$ cat config.mk
export PLATFORM = sky130hd
export DESIGN_NAME = csma_tx_scheduler
export DESIGN_NICKNAME = d
export VERILOG_FILES = /design/src/rtl/csma_tx_scheduler.sv
export SDC_FILE = /design/constraint.sdc
export NUM_CORES = 1
export LEC_CHECK = 0
export CAP_MARGIN = 20
export CORE_ASPECT_RATIO = 0.7
export CORE_MARGIN = 2
export CORE_UTILIZATION = 60
export CTS_BUF_LIST = sky130_fd_sc_hd__clkbuf_16
export DETAILED_ROUTE_END_ITERATION = 10
export HOLD_SLACK_MARGIN = 0.12
export PLACE_DENSITY = 0.84
export SLEW_MARGIN = 10
export SYNTH_ARGS = -nofsm -noshare
export SYNTH_HDL_FRONTEND = slang
export SYNTH_SLANG_ARGS = --single-unit
$ cat constraint.sdc
create_clock -name clk -period 3.65 [get_ports clk]
set_input_delay 0.365 -clock clk [delete_from_list [all_inputs] [get_ports clk]]
set_output_delay 0.365 -clock clk [all_outputs]
set_load 0.02 [all_outputs]
$ cat src/rtl/csma_tx_scheduler.sv
// csma_tx_scheduler: CSMA/CD transmit sequencing with carrier defer, collision jam and truncated binary exponential backoff.
// Optional macro CSMA_TX_RANDOM_EN: draw the backoff slot count from the LFSR; when undefined the full window (2^k-1 slots) is used.
module csma_tx_scheduler #(
    parameter int         FRAME_LEN    = 4,
    parameter int         JAM_LEN      = 2,
    parameter int         SLOT         = 4,
    parameter int         MAX_EXP      = 3,
    parameter int         MAX_ATTEMPTS = 4,
    parameter logic [7:0] LFSR_SEED    = 8'hA5
) (
    input  logic       clk,
    input  logic       reset,
    input  logic       req,
    input  logic       finished_bt,
    input  logic       CS,
    input  logic       CD,
    output logic [1:0] ack,
    output logic [1:0] send_bt,
    output logic [3:0] attempts,
    output logic       busy
);
    localparam logic [1:0] ACK_FAIL = 2'd0, ACK_SUCCESS = 2'd1, ACK_NA = 2'd2;
    localparam logic [1:0] SEND_JAM = 2'd0, SEND_F = 2'd1, SEND_ND = 2'd2;
    localparam int BW = $clog2(((1 << MAX_EXP) - 1) * SLOT + 1);
    localparam int CW = $clog2((FRAME_LEN > JAM_LEN ? FRAME_LEN : JAM_LEN) + 1);

    typedef enum logic [2:0] {IDLE, DEFER, XMIT, WAITFIN, JAM, BACKOFF, DONE, COOL} state_t;

    state_t        r_state;
    logic [CW-1:0] r_cnt;
    logic [BW-1:0] r_bo;
    logic [7:0]    r_lfsr;
    logic [1:0]    r_ack;
    logic [1:0]    r_send;
    logic [3:0]    r_attempts;
    logic          r_busy;
    logic [3:0]    w_att_nx;
    logic [3:0]    w_k;
    logic [7:0]    w_mask;
    logic [7:0]    w_r;
    logic [BW-1:0] w_delay;

    assign ack      = r_ack;
    assign send_bt  = r_send;
    assign attempts = r_attempts;
    assign busy     = r_busy;

    // Backoff delay for the collision being closed: the exponent uses the post-increment attempt count
    always_comb begin
        w_att_nx = r_attempts + 4'd1;
        w_k      = (w_att_nx > 4'(MAX_EXP)) ? 4'(MAX_EXP) : w_att_nx;
        w_mask   = (8'd1 << w_k) - 8'd1;
`ifdef CSMA_TX_RANDOM_EN
        w_r      = r_lfsr & w_mask;
`else
        w_r      = w_mask;
`endif
        w_delay  = BW'(32'(w_r) * SLOT);
    end

    // Free-running x^8+x^6+x^5+x^4+1 Fibonacci LFSR, advancing in every state
    always_ff @(posedge clk) begin
        if (reset)
            r_lfsr <= LFSR_SEED;
        else
            r_lfsr <= {r_lfsr[6:0], r_lfsr[7] ^ r_lfsr[5] ^ r_lfsr[4] ^ r_lfsr[3]};
    end

    // Scheduler FSM; ack/send default to idle values so pulses last exactly one cycle, busy tracks next state != IDLE
    always_ff @(posedge clk) begin
        if (reset) begin
            r_state    <= IDLE;
            r_cnt      <= '0;
            r_bo       <= '0;
            r_ack      <= ACK_NA;
            r_send     <= SEND_ND;
            r_attempts <= '0;
            r_busy     <= 1'b0;
        end else begin
            r_ack  <= ACK_NA;
            r_send <= SEND_ND;
            r_busy <= 1'b1;
            case (r_state)
                IDLE: begin
                    r_cnt <= '0;
                    if (!req) begin
                        r_busy <= 1'b0;
                    end else if (CS) begin
                        r_state <= DEFER;
                    end else begin
                        r_state <= XMIT;
                        r_send  <= SEND_F;
                    end
                end
                DEFER: begin
                    r_cnt <= '0;
                    if (!req) begin
                        r_state    <= IDLE;
                        r_busy     <= 1'b0;
                        r_attempts <= '0;
                    end else if (!CS) begin
                        r_state <= XMIT;
                        r_send  <= SEND_F;
                    end
                end
                XMIT: begin
                    if (CD) begin
                        r_state <= JAM;
                        r_cnt   <= '0;
                        r_send  <= SEND_JAM;
                    end else if (r_cnt == CW'(FRAME_LEN - 1)) begin
                        r_state <= WAITFIN;
                    end else begin
                        r_cnt  <= r_cnt + CW'(1);
                        r_send <= SEND_F;
                    end
                end
                WAITFIN: begin
                    if (finished_bt) begin
                        r_state <= DONE;
                        r_ack   <= ACK_SUCCESS;
                    end
                end
                JAM: begin
                    if (r_cnt == CW'(JAM_LEN - 1)) begin
                        r_attempts <= w_att_nx;
                        if (w_att_nx == 4'(MAX_ATTEMPTS)) begin
                            r_state <= DONE;
                            r_ack   <= ACK_FAIL;
                        end else begin
                            r_bo    <= w_delay;
                            r_state <= (w_delay == '0) ? DEFER : BACKOFF;
                        end
                    end else begin
                        r_cnt  <= r_cnt + CW'(1);
                        r_send <= SEND_JAM;
                    end
                end
                BACKOFF: begin
                    r_bo <= r_bo - BW'(1);
                    if (!req) begin
                        r_state    <= IDLE;
                        r_busy     <= 1'b0;
                        r_attempts <= '0;
                    end else if (r_bo == BW'(1)) begin
                        r_state <= DEFER;
                    end
                end
                DONE: begin
                    r_state    <= COOL;
                    r_attempts <= '0;
                end
                COOL: begin
                    r_state <= IDLE;
                    r_busy  <= 1'b0;
                end
            endcase
        end
    end
endmodule

Yosys cells after proc, flatten, opt, wreduce, memory -nomap -nowiden
Cells that the tools add are included.
Operators by class
  magnitude comparators: 1
  equality and inequality tests: 21
  add/subtract/negate cells: 4
  mux-type cells: 36
  reduce and logical (&&, ||, !) cells: 12
  shifts and indexed selects: 1
Operators with widths (number)
  2-to-1 mux 3 bit: 14
  case mux 3 bit (8 select lines): 1
  2-to-1 mux 2 bit: 9
  == test 3 bit, second input constant: 4
  2-to-1 mux 4 bit: 3
  != test 2 bit, second input constant: 6
  != test 3 bit, second input constant: 4
  case mux 4 bit (3 select lines): 1
  2-to-1 mux 5 bit: 2
  case mux 5 bit (2 select lines): 1
  == test 3 x 2 -> 1 bit, second input constant: 3
  case mux 3 bit (3 select lines): 1
  AND reduction 3 bit: 3
  == test 3 x 1 -> 1 bit, second input constant: 2
  case mux 2 bit (3 select lines): 1
  AND reduction 6 bit: 1
  nonzero test 3 bit: 2
  == test 5 x 1 -> 1 bit, second input constant: 1
  zero test 5 bit: 1
  subtractor 5 x 1 -> 5 bit, second input constant: 1
  adder 4 x 1 -> 4 bit, second input constant: 1
  == test 4 x 3 -> 1 bit, second input constant: 1
  > comparator 4 x 2 -> 1 bit, second input constant: 1
  case mux 2 bit (2 select lines): 1
  other kinds (9): 10
Storage, ports and cells
  flip-flop bits (word level): 20
  input port bits: 6
  word-level logic and storage cells: 82
  output and inout bits: 9

Logic depth before layout (Yosys ltp)
  depth after elaboration: 10
  depth in mapped cells: 10
  mapped depth without buffers: 9

Least setup slack after synthesis
OpenSTA, ideal clock, no wires.
  kind: reg2reg
  from: register r_attempts[0], in the netlist attempts[0]
  to: register r_bo[3]
  stages on the path, launching flop included: 8
  period minus slack after synthesis: 2.269 ns
  data required time: 3.579 ns
  data arrival time: 2.199 ns
  slack: 1.381 ns
  buffers on the path: 1
  library setup time: 0.071 ns
  cell sequence: dfxtp_1 > ha_1 > buf_2 > xor2_1 > or4_1 > ha_1 > o32a_1 > a21oi_1
Between the ends
  word-level cells in the longest chain between the ends: 8
  elaborated cells on any way between the ends: 11
  classes of those cells: add/sub (2); order compare (1); eq/ne (2); shift (1); mux (4); reduce/logical (1)
Ends and longest elaborated chain
  start: declaration: line 35  | logic [3:0] r_attempts;
  start signal: assignment: line 126  | r_attempts <= w_att_nx;
  adder 4 x 1 -> 4 bit *: line 50  | w_att_nx = r_attempts + 4'd1;
  > comparator 4 x 2 -> 1 bit: line 51  | w_k = (w_att_nx > 4'(MAX_EXP)) ? 4'(MAX_EXP) : w_att_nx;
  2-to-1 mux 4 bit: line 51
  left shift 1 x 4 -> 3 bit: line 52  | w_mask = (8'd1 << w_k) - 8'd1;
  subtractor 3 x 1 -> 3 bit: line 52
  2-to-1 mux 5 bit: line 127  | if (w_att_nx == 4'(MAX_ATTEMPTS)) begin
  2-to-1 mux 5 bit: line 125  | if (r_cnt == CW'(JAM_LEN - 1)) begin
  case mux 5 bit (2 select lines): line 83  | case (r_state)
  end signal: assignment: line 131  | r_bo <= w_delay;
  end signal: assignment: line 140  | r_bo <= r_bo - BW'(1);
  end: declaration: line 31  | logic [BW-1:0] r_bo;
Every way passes the cells marked *; elsewhere a longest branch is shown, timed or not. The select of a mux whose other input is x is not followed.
A chain may end at the register's enable or synchronous reset.

Worst setup path in the final report
Ends and elaborated chain as after synthesis.

==> flow_metrics.env <==
export IMPL_worst_slew_pin_slew_ns=0.757
export IMPL_routed_wl_mm=3.29
export IMPL_antenna_found_initial=0
export IMPL_share_of_layout_cells_above_drive_strength_1=0.0611
export IMPL_p_clk_frac=0.270
export IMPL_worstPathMaxFanout=12
export IMPL_yosys_top_cells_area="sky130_fd_sc_hd__dfxtp_1, sky130_fd_sc_hd__ha_1, sky130_fd_sc_hd__nor2_1, sky130_fd_sc_hd__a21oi_1, sky130_fd_sc_hd__inv_1"
export IMPL_start_kind="register"
export IMPL_tns_ns=0
export IMPL_period_needed_ns=2.42
export IMPL_cts_tree="yes"
export IMPL_boundaryPins=15
export IMPL_placeableCoreArea_mm2=0.00219
export IMPL_clock_tree_root_cell="sky130_fd_sc_hd__clkbuf_16"
export IMPL_min_period_over_period=0.662
export IMPL_clock_tree_htree_level_count=1
export IMPL_gp_congestion=0.890
export IMPL_cellPowerDensity_mw_per_mm2=532
export IMPL_yosysWarnings=0
export IMPL_post_dr_vias_cell=6.10
export IMPL_fin_skew_ns=0.00296
export IMPL_critPathArrivalTime_ns=2.59
export IMPL_ff2ff_path_depth=6
export IMPL_first_global_vias=1098
export IMPL_route_detailed_drc=0
export IMPL_die_height_um=44.5
export IMPL_synthTopCellsByCount="sky130_fd_sc_hd__nor2_1, sky130_fd_sc_hd__dfxtp_1, sky130_fd_sc_hd__a21oi_1"
export IMPL_seq_area_frac_synth=0.285
export IMPL_required_time_reported_for_the_critical_path_endpoint_ns=3.82
export IMPL_leakage_nw=0.604
export IMPL_clock_latency_ns=0.25
export IMPL_clk_pin_slew_ns=0.06
export IMPL_maxClockFrequency_mhz=414
export IMPL_yosys_cell_types_count=54
export IMPL_grt_pass1_wl_mm=5.26
export IMPL_track_usage=0.261
export IMPL_crit_type="reg2reg"
export IMPL_r2r_setup_slack_ns=1.23
export IMPL_power_w=0.000853
export IMPL_post_cts_repair_setup_buffers=0
export IMPL_placement_rows=14
export IMPL_irDropWorstVdd_mv=0.347
export IMPL_die_width_um=61.9
export IMPL_run_status="completed"
export IMPL_holdPathStages=2
export IMPL_dr_total_vias=1293
export IMPL_post_cts_resize_count=0
export IMPL_synth_largest_area_cell="sky130_fd_sc_hd__dfxtp_1"
export IMPL_grt_start_max_net_pins=21
export IMPL_postSynth_topFlopCell="sky130_fd_sc_hd__dfxtp_1"
export IMPL_power_report_internal_total_w=0.000537
export IMPL_drv_max_cap_violation_count=0
export IMPL_maxSlewHeadroom=0.494
export IMPL_post_synthesis_cells=172
export IMPL_drt_first_pass_iters=5
export IMPL_postSynthRegisterBits=20
export IMPL_switching_share=0.371
export IMPL_synth_edff_count=0
export IMPL_power_net_switching_w=0.000316
export IMPL_antennaDiodeCount=0
export IMPL_signed_area_change_from_the_synthesized_netlist_to_the_final_layout_pct=14.0
export IMPL_floorplan_die_area_mm2=0.00275
export IMPL_synth_top_cell_area_share=0.285
export IMPL_wire_per_inst_um=15.5
export IMPL_postSynthAreaPerCell_um2=8.18
export IMPL_grt_overflow=0
export IMPL_cts_hold_repair_buffers=0
export IMPL_drt_antenna_violating_nets=0
export IMPL_hp_class="reg2reg"
export IMPL_pwr_share_comb=0.356
export IMPL_synth_cell_area_mm2=0.00141
export IMPL_final_net_count=196
export IMPL_synthArstFlopShare=0
export IMPL_yosys_cell_count_top_type="sky130_fd_sc_hd__nor2_1"
export IMPL_count_of_input_and_output_buffers=14
export IMPL_cp_end_kind="register"
export IMPL_unrepaired_setup_endpoints_after_global_routing="false"
export IMPL_synth_fp_nets=187
export IMPL_p_seq_frac=0.375
export IMPL_number_of_sinks_driven_by_the_clock_tree=20
export IMPL_drt_iter0_drcs=99
export IMPL_hpwlAfterDp_mm=2.31
export IMPL_cts_path_max_buffers=2
export IMPL_setup_violations_final=0
export IMPL_fin_hold_viols=0
export IMPL_postLayoutSetupSlackWorst_ns=1.23
export IMPL_floorplan_initialDensity=0.642
export IMPL_inserted_clock_buffers=3
export IMPL_preCtsSetupSlack_ns=1.32
export IMPL_final_max_slew_viol_count=0
cells in the final DEF, fill, tap and decap left out, drive strengths merged, types with 3 or more instances in the layout:
| master | instances |
|---|---|
| a21oi | 13 |
| a22oi | 3 |
| a31oi | 3 |
| clkbuf | 3 |
| clkdlybuf4s50 | 14 |
| dfxtp | 20 |
| ha | 9 |
| inv | 11 |
| nand2 | 9 |
| nand2b | 4 |
| nand3 | 3 |
| nand3b | 4 |
| nor2 | 21 |
| nor2b | 3 |
| nor3 | 5 |
| nor3b | 3 |
| o21ai | 11 |
power by group through the flow:
stage          Clock, W  Sequential, W  Combinational (W)
3_5_place_dp          0       0.000321           0.000298
6_report       0.000230       0.000320           0.000303
3_3_place_gp          0       0.000318           0.000286
4_1_cts        0.000231       0.000316           0.000300
2_1_floorplan         0       0.000294           0.000254
5_1_grt        0.000240       0.000327           0.000335
flip-flops by register name, summed over array words and instances, names as in the netlist:
name / count
attempts: 4
send_bt: 2
r_state: 3
busy: 1
r_bo: 5
ack: 2
r_cnt: 3
cell families after synthesis:
kind of cell,Yosys count,synth area share
mux,3,0.0222
compound gates,49,0.247
xor+xnor,3,0.0187
fa+ha+maj,9,0.0801
buf+inv,21,0.0738
simple gates,67,0.273
flops,20,0.285
per-layer routing:
metal / track usage / share of wire / up-vias
met4: 0.0723 / 0.019 / 0
met3: 0.0614 / 0.059 / 10
met1: 0.364 / 0.48 / 599
li1: - / - / 638
met2: 0.404 / 0.44 / 46
met5: 0 / 0 / -
area by class of cell:
class,count,area [um2]
clock buffers,3,75.1
clock inverters,1,3.75
fillers,176,587
inverters,11,41.3
multi-input cells,131,902
flip-flops and latches,20,400
well taps,32,40.0
repair buffers,14,140
final timing paths:
| check | start | end |
|---|---|---|
| worst max-delay path | attempts[0] | r_bo[3] |
| worst min-delay path | r_cnt[1] | r_cnt[1] |
| worst max register to register | attempts[0] | r_bo[3] |
| worst min register to register | r_cnt[1] | r_cnt[1] |
stage by stage:
step | hold slack, ns | util | std cells | area (um2)
floorplan | 0.456 | - | 172 | 1410
global placement | 0.477 | 0.696 | 208 | 1520
detailed placement | 0.486 | 0.696 | 208 | 1520
CTS | 0.494 | 0.732 | 212 | 1600
global route | 0.523 | 0.732 | 212 | 1600
finish | 0.493 | 0.732 | 212 | 1600
worst max-delay path, cell delays in order, from the launching register on:
cell and delay, ns:
sky130_fd_sc_hd__dfxtp_1 0.54, sky130_fd_sc_hd__ha_1 0.45, sky130_fd_sc_hd__xor2_1 0.11, sky130_fd_sc_hd__or4_1 0.46, sky130_fd_sc_hd__ha_1 0.31, sky130_fd_sc_hd__o32a_1 0.33
sky130_fd_sc_hd__a21oi_1 0.13
Power figures use the tool's default switching activity.
